File: config.mk
export PLATFORM = sky130hd
export DESIGN_NAME = otter_mtimer
export DESIGN_NICKNAME = d
export VERILOG_FILES = /design/src/rtl/otter_mtimer.sv
export SDC_FILE = /design/constraint.sdc
export NUM_CORES = 1
export LEC_CHECK = 0
export BUFFER_PORTS_ARGS = -buffer_cell sky130_fd_sc_hd__buf_2
export CAP_MARGIN = 20
export CORE_MARGIN = 2
export CORE_UTILIZATION = 56
export DETAILED_ROUTE_END_ITERATION = 8
export PLACE_DENSITY = 0.75
export RECOVER_POWER = 100
export SLEW_MARGIN = 15
export SYNTH_ARGS = -nofsm -noshare
export SYNTH_HDL_FRONTEND = slang
export SYNTH_SLANG_ARGS = --single-unit
File: constraint.sdc
create_clock -name clk -period 4.2 [get_ports clk]
set_input_delay 0.63 -clock clk [delete_from_list [all_inputs] [get_ports clk]]
set_output_delay 0.63 -clock clk [all_outputs]
set_load 0.05 [all_outputs]
File: src/rtl/otter_mtimer.sv
// RISC-V machine timer (64-bit mtime / mtimecmp with prescaler) answering OTTER bus accesses.
// A request is sampled in IDLE (writes land on that edge) and acknowledged for one cycle in RESP.
module otter_mtimer #(
  parameter int          ADDR_W      = 8,
  parameter int          PRESC_W     = 16,
  parameter int unsigned PRESC_RESET = 0
) (
  input  logic              clk,
  input  logic              rst,
  input  logic              bus_sel,
  input  logic              bus_rd,
  input  logic              bus_wr,
  input  logic [ADDR_W-1:0] bus_addr,
  input  logic [31:0]       bus_wdata,
  input  logic [3:0]        bus_be,
  output logic [31:0]       bus_rdata,
  output logic              bus_ack,
  output logic              bus_err,
  output logic              timer_irq,
  output logic              dbg_state_o
);

  localparam int WORD_W = ADDR_W - 2;

  typedef enum logic {ST_IDLE = 1'b0, ST_RESP = 1'b1} state_e;

  state_e             state_q, state_d;
  logic [63:0]        mtime_q, mtime_d;
  logic [63:0]        cmp_q, cmp_d;
  logic [31:0]        snap_q, snap_d;
  logic               en_q, en_d;
  logic               irq_en_q, irq_en_d;
  logic [PRESC_W-1:0] presc_q, presc_d;
  logic [PRESC_W-1:0] pcnt_q, pcnt_d;
  logic               irq_q, irq_d;
  logic [31:0]        rdata_q, rdata_d;
  logic               err_q, err_d;

  logic [WORD_W-1:0]  word;
  logic               sel_lo, sel_hi, sel_cmp_lo, sel_cmp_hi, sel_ctrl, sel_presc;
  logic               mapped;
  logic [31:0]        rd_val;
  logic               req, rd_only, tick;
  logic               unused_addr;

  function automatic logic [31:0] merge_be(input logic [31:0] old_v, input logic [31:0] new_v,
                                           input logic [3:0] be);
    logic [31:0] r;
    r = old_v;
    for (int i = 0; i < 4; i++) begin
      if (be[i]) r[8*i +: 8] = new_v[8*i +: 8];
    end
    return r;
  endfunction

  assign word        = bus_addr[ADDR_W-1:2];
  assign unused_addr = ^bus_addr[1:0];

  // Handshake: the initiator raises bus_sel with bus_rd and/or bus_wr and holds them until it
  // sees bus_ack. IDLE samples the request; RESP shows bus_ack for exactly one cycle and ignores
  // whatever is on the bus, so a held request is never taken twice. One access per two cycles.
  assign req     = bus_sel & (bus_rd | bus_wr);
  assign rd_only = bus_rd & ~bus_wr;
  assign tick    = en_q & (pcnt_q == presc_q);

  always_comb begin
    sel_lo     = 1'b0;
    sel_hi     = 1'b0;
    sel_cmp_lo = 1'b0;
    sel_cmp_hi = 1'b0;
    sel_ctrl   = 1'b0;
    sel_presc  = 1'b0;
    rd_val     = '0;
    case (word)
      WORD_W'(0): begin sel_lo     = 1'b1; rd_val = mtime_q[31:0];              end
      WORD_W'(1): begin sel_hi     = 1'b1; rd_val = snap_q;                     end
      WORD_W'(2): begin sel_cmp_lo = 1'b1; rd_val = cmp_q[31:0];                end
      WORD_W'(3): begin sel_cmp_hi = 1'b1; rd_val = cmp_q[63:32];               end
      WORD_W'(4): begin sel_ctrl   = 1'b1; rd_val = {30'd0, irq_en_q, en_q};    end
      WORD_W'(5): begin sel_presc  = 1'b1; rd_val = 32'(presc_q);               end
      default: ;
    endcase
  end

  assign mapped = sel_lo | sel_hi | sel_cmp_lo | sel_cmp_hi | sel_ctrl | sel_presc;

  always_comb begin
    state_d  = state_q;
    mtime_d  = mtime_q + 64'(tick);
    cmp_d    = cmp_q;
    snap_d   = snap_q;
    en_d     = en_q;
    irq_en_d = irq_en_q;
    presc_d  = presc_q;
    pcnt_d   = pcnt_q;
    rdata_d  = rdata_q;
    err_d    = err_q;
    irq_d    = irq_en_q & (mtime_q >= cmp_q);
    if (en_q) pcnt_d = tick ? '0 : pcnt_q + PRESC_W'(1);
    case (state_q)
      ST_IDLE: begin
        if (req) begin
          state_d = ST_RESP;
          rdata_d = rd_only ? rd_val : 32'd0;
          err_d   = ~mapped;
          if (rd_only & sel_lo) snap_d = mtime_q[63:32];
          if (bus_wr) begin
            // A bus write to mtime replaces this edge's increment entirely.
            if (sel_lo)     mtime_d = {mtime_q[63:32], merge_be(mtime_q[31:0], bus_wdata, bus_be)};
            if (sel_hi)     mtime_d = {merge_be(mtime_q[63:32], bus_wdata, bus_be), mtime_q[31:0]};
            if (sel_cmp_lo) cmp_d[31:0]  = merge_be(cmp_q[31:0], bus_wdata, bus_be);
            if (sel_cmp_hi) cmp_d[63:32] = merge_be(cmp_q[63:32], bus_wdata, bus_be);
            if (sel_ctrl && bus_be[0]) begin
              en_d     = bus_wdata[0];
              irq_en_d = bus_wdata[1];
            end
            if (sel_presc) begin
              presc_d = PRESC_W'(merge_be(32'(presc_q), bus_wdata, bus_be));
              pcnt_d  = '0;
            end
          end
        end
      end
      ST_RESP: state_d = ST_IDLE;
      default: state_d = ST_IDLE;
    endcase
  end

  always_ff @(posedge clk) begin
    if (rst) begin
      state_q  <= ST_IDLE;
      mtime_q  <= '0;
      cmp_q    <= '1;
      snap_q   <= '0;
      en_q     <= 1'b1;
      irq_en_q <= 1'b0;
      presc_q  <= PRESC_W'(PRESC_RESET);
      pcnt_q   <= '0;
      irq_q    <= 1'b0;
      rdata_q  <= '0;
      err_q    <= 1'b0;
    end else begin
      state_q  <= state_d;
      mtime_q  <= mtime_d;
      cmp_q    <= cmp_d;
      snap_q   <= snap_d;
      en_q     <= en_d;
      irq_en_q <= irq_en_d;
      presc_q  <= presc_d;
      pcnt_q   <= pcnt_d;
      irq_q    <= irq_d;
      rdata_q  <= rdata_d;
      err_q    <= err_d;
    end
  end

  // A reset landing on the RESP cycle swallows the pending acknowledge.
  assign bus_ack     = (state_q == ST_RESP) & ~rst;
  assign bus_rdata   = bus_ack ? rdata_q : 32'd0;
  assign bus_err     = bus_ack & err_q;
  assign timer_irq   = irq_q;
  assign dbg_state_o = state_q;

endmodule

; After elaboration in Yosys (flattened, before gate mapping)
; Cells that the tools add are included.
; W data, S select, Z words.
[word_totals]
out_inout_bits = 36
reg_bits = 229
word_cells = 111
[op_classes]
n_eq_ne = 16
n_lt_le_gt_ge = 1
addsub = 2
bitwise = 17
mux = 26
reduce_logical = 23
[op_table]
columns = cell, n
row1 = $mux W64, 5
row2 = $pmux W32 S6, 1
row3 = $mux W16, 6
row4 = $add A64 B1 Y64, 1
row5 = $ge A64 B64 Y1, 1
row6 = $mux W32, 2
row7 = $reduce_and A5 Y1, 10
row8 = $ne A5 B5 Y1 const B, 9
row9 = $mux W8, 4
row10 = $reduce_and A2 Y1, 9
row11 = $add A16 B1 Y16 const B, 1
row12 = $eq A16 B16 Y1, 1
row13 = $eq A6 B2 Y1 const B, 2
row14 = $eq A6 B3 Y1 const B, 2
row15 = $and A1 B1 Y1, 7
row16 = $mux W1, 7
row17 = $eq A6 B1 Y1 const B, 1
row18 = $logic_not A6 Y1, 1
row19 = $or A1 B1 Y1, 6
row20 = $ne A4 B4 Y1 const B, 1
row21 = $not A1 Y1, 4
row22 = $reduce_and A4 Y1, 1
row23 = $reduce_and A3 Y1, 1
row24 = $pmux W1 S2, 1
row25 = $logic_and A1 B1 Y1, 1

; Depth between registers and ports, before layout
[logic_depth]
depth_word = 8
mapped_depth = 16

; Least setup slack after synthesis
; OpenSTA, ideal clock, no wires.
[synth_path]
path_type = reg-to-reg
from = register pcnt_q[9]
to = register mtime_q[55]
setup_time_ps = 132
stages_incl_launch_ff = 16
path_buffers = 3
arrival_time_ps = 3269
required_time_ps = 4068
setup_slack_ps = 799
cell_sequence = dfxtp_1 > clkbuf_1 > xnor2_1 > nand4_1 > nor4_1 > nand3_1 > inv_1 > ha_1 > nand2_1 > or3_1 > buf_6 > or4_1 > buf_2 > or4_1 > a21oi_1 > o32ai_1
[synth_via]
elab_chain_len = 8
[synth_lines]
columns = element, line_no
row1 = start: declaration, 34  ; logic [PRESC_W-1:0] pcnt_q, pcnt_d;
row2 = start signal: assignment, 150  ; pcnt_q <= pcnt_d;
row3 = $eq A16 B16 Y1 (*), 64  ; assign tick = en_q & (pcnt_q == presc_q);
row4 = $and A1 B1 Y1 (*), 64
row5 = $add A64 B1 Y64 (*), 89  ; mtime_d = mtime_q + 64'(tick);
row6 = $mux W64, 109  ; if (sel_lo) mtime_d = {mtime_q[63:32], merge_be(mtime_q[31:0], bus_wdata, bus_be)};
row7 = $mux W64, 110  ; if (sel_hi) mtime_d = {merge_be(mtime_q[63:32], bus_wdata, bus_be), mtime_q[31:0]};
row8 = $mux W64, 107  ; if (bus_wr) begin
row9 = $mux W64, 102  ; if (req) begin
row10 = $mux W64 (*), 100  ; case (state_q)
row11 = end signal: assignment, 144  ; mtime_q <= mtime_d;
row12 = end: declaration, 28  ; logic [63:0] mtime_q, mtime_d;
; Every way passes the cells marked *; elsewhere a longest branch is shown, timed or not. The select of a mux whose other input is x is not followed.
; A chain may end at the register's enable or synchronous reset.

; Final worst setup path
[layout_path]
from = input bus_addr[3]
to = register snap_q[20]
[layout_via]
elab_chain_len = 4
[layout_lines]
columns = element, line_no
row1 = start: declaration, 13  ; input logic [ADDR_W-1:0] bus_addr,
row2 = $logic_not A6 Y1, 74  ; case (word)
row3 = $mux W1, 74
row4 = $and A1 B1 Y1, 106  ; if (rd_only & sel_lo) snap_d = mtime_q[63:32];
row5 = $reduce_and A3 Y1 (no source line), n/a
row6 = end signal: assignment, 146  ; snap_q <= snap_d;
row7 = end: declaration, 30  ; logic [31:0] snap_q, snap_d;
; Every way passes these cells.

==> impl_metrics.tcl <==
set metrics [dict create \
    status "finished, violations left" \
    violations "max-capacitance violations, max-slew violations" \
    cts_root_buf "clkbuf_16" \
    ys_seq_area_frac 0.351 \
    cts_inserted_buffers 25 \
    yosys-top-cells-count "nand2_1, dfxtp_1, nor2_1" \
    grt_max_degree 59 \
    arrival_ps 4350 \
    yosysUniqueCellTypes 69 \
    leakage_nw 5.60 \
    hold_buffers 0 \
    initial_utilization 0.573 \
    yosys.area.top_type "dfxtp_1" \
    synth_edf_count 0 \
    setup.worst_path.end_class "flop" \
    clk_pin_slew_ps 60 \
    seq_power_share 0.480 \
    cts_buffer_depth 3 \
    die_y_um 157 \
    avgSynthCellArea_sq_um 7.82 \
    drt_iter0_markers 1526 \
    cts_setup_buffers 0 \
    period_minus_slack_ps 3930 \
    tightest_slew_ps 2400 \
    seq_area_sq_um 4580 \
    criticalPathCategory "primary input to flop" \
    syn_nets 1785 \
    synth_most_common_cell "nand2_1" \
    synthTopCellsByArea "dfxtp_1, nand2_1, ha_1, a22oi_1, a21oi_1" \
    grt_antenna_before_repair 0 \
    grt_pass1_wl_um 67700 \
    num_rows 55 \
    finalSetupViolations 0 \
    min_period_over_period 0.936 \
    die_w_um 157 \
    hold_path.class "primary input to flop" \
    grt_pass1_vias 12500 \
    holdWs_ps 413 \
    dr.pass1.iters 6 \
    drive_gt1_frac 0.0814 \
    hold_viol 0 \
    area_growth_pct 10.5 \
    grt_overflow 0 \
    p_sw_w 0.00111 \
    viasPerCell 6.54 \
    syn_area_sq_um 13000 \
    ant_nets 0 \
    synthCells 1669 \
    synth_top_cell_area_share 0.351 \
    rsz0062_at_grt "no" \
    clock_latency_ps 530 \
    track_usage 0.352 \
    cts_sinks 229 \
    ys.flop_type "dfxtp_1" \
    die-area_sq_um 24500 \
    maxCapViolations 3 \
    place.gp.congestion 0.933 \
    combPwrFrac 0.056 \
    setup_tns_ps 0 \
    max_freq_mhz 254 \
    drv_slew 117 \
    port_buffers 82 \
    clkPwrFrac 0.464 \
    ir_worst_vdd_mv 0.270 \
    diodes 0 \
    p_total_w 0.00459 \
    p_int_w 0.00348 \
    num_io_pins 85 \
    final_nets 1820 \
    ctsHtreeMaxLevel 1 \
    cellPowerDensity_nw_per_um2 318 \
    postCtsResizedCells 0 \
    cp.required_ps 4620 \
    wl_per_cell_um 21.5 \
    core_sq_um 22800 \
    path_max_fanout 32 \
    nFillCells 2086 \
    drc 0 \
    synth_warnings 0 \
    async_reset_ff_frac 0 \
    skew_ps 13.5 \
    slew_headroom -0.601 \
    utilization 0.633 \
    synth_seq_cells 229 \
    multiInputGateArea_sq_um 7720 \
    dp_hpwl_um 30600 \
    startpoint_type "primary input" \
    drt_wl_total_um 43700 \
    via_count 13300 \
    p_sw_frac 0.242 \
    cts_tree "done" \
]
placed cells by master (no fill, tap or decap), drive strengths merged, types with 47 or more instances in the layout:
master / count
ha: 67
nor2: 139
a21oi: 137
inv: 81
nand4: 47
nand2: 245
clkbuf: 89
a22oi: 91
o21ai: 63
buf: 73
dfxtp: 229
o211ai: 64
routing by layer:
layer | part of all wire | global-route usage | vias to the layer above | routed length (um)
li1 | - | - | 6093 | -
met1 | 0.41 | 0.485 | 6237 | 18000
met2 | 0.43 | 0.536 | 828 | 18600
met3 | 0.13 | 0.0847 | 139 | 5480
met4 | 0.036 | 0.129 | 0 | 1560
met5 | 0 | 0 | - | 0
flip-flops by register name, indices dropped and copies added, names as in the netlist, 16 cells and up:
name / flops
mtime_q: 64
presc_q: 16
snap_q: 32
cmp_q: 64
pcnt_q: 16
rdata_q: 32
path summary, 6_finish.rpt:
check | to | slack, ps | cells past startpoint | startpoint
worst max-delay path | snap_q[20] | 270 | 8 | bus_addr[3]
worst min-delay path | cmp_q[59] | 410 | 3 | bus_wdata[27]
worst max register to register | mtime_q[42] | 350 | 14 | presc_q[14]
worst min register to register | snap_q[5] | 450 | 2 | snap_q[5]
logic make-up after synthesis:
| group | share of synthesized area |
|---|---|
| xor+xnor | 0.0302 |
| flops | 0.351 |
| buf+inv | 0.0582 |
| compound gates | 0.234 |
| mux | 0.0316 |
| simple gates | 0.230 |
| fa+ha+maj | 0.0643 |
area by class of cell:
| class | count | area share |
|---|---|---|
| Tap cell | 313 | 0.0272 |
| Sequential cell | 229 | 0.318 |
| Timing Repair Buffer | 126 | 0.0451 |
| Clock inverter | 6 | 0.00382 |
| Multi-Input combinational cell | 1241 | 0.536 |
| Clock buffer | 37 | 0.0493 |
| Inverter | 81 | 0.0211 |
critical path, cell delays in order:
cell	delay (ps)
clkbuf_1	300
or2_0	610
nor2_1	280
clkbuf_2	510
and2_1	210
clkbuf_1	1370
nand2_1	200
a21oi_1	200
power groups by stage:
stage	Clock (W)	Sequential [W]	Combinational [W]
floorplan	0	0.00224	0.000135
global placement	0	0.00225	0.000246
detailed placement	0	0.00225	0.000247
CTS	0.00213	0.00220	0.000249
global route	0.00224	0.00220	0.000270
finish	0.00213	0.00220	0.000257
per-stage QoR:
step           cell area [sq um]  instances  setup WS [ps]
2_1_floorplan              13000       1669            799
3_3_place_gp               13700       1988            502
3_5_place_dp               13700       1988            487
4_1_cts                    14500       2031            465
5_1_grt                    14400       2033           67.0
6_report                   14400       2033            270
No activity file was read; power rests on OpenSTA's default activity.
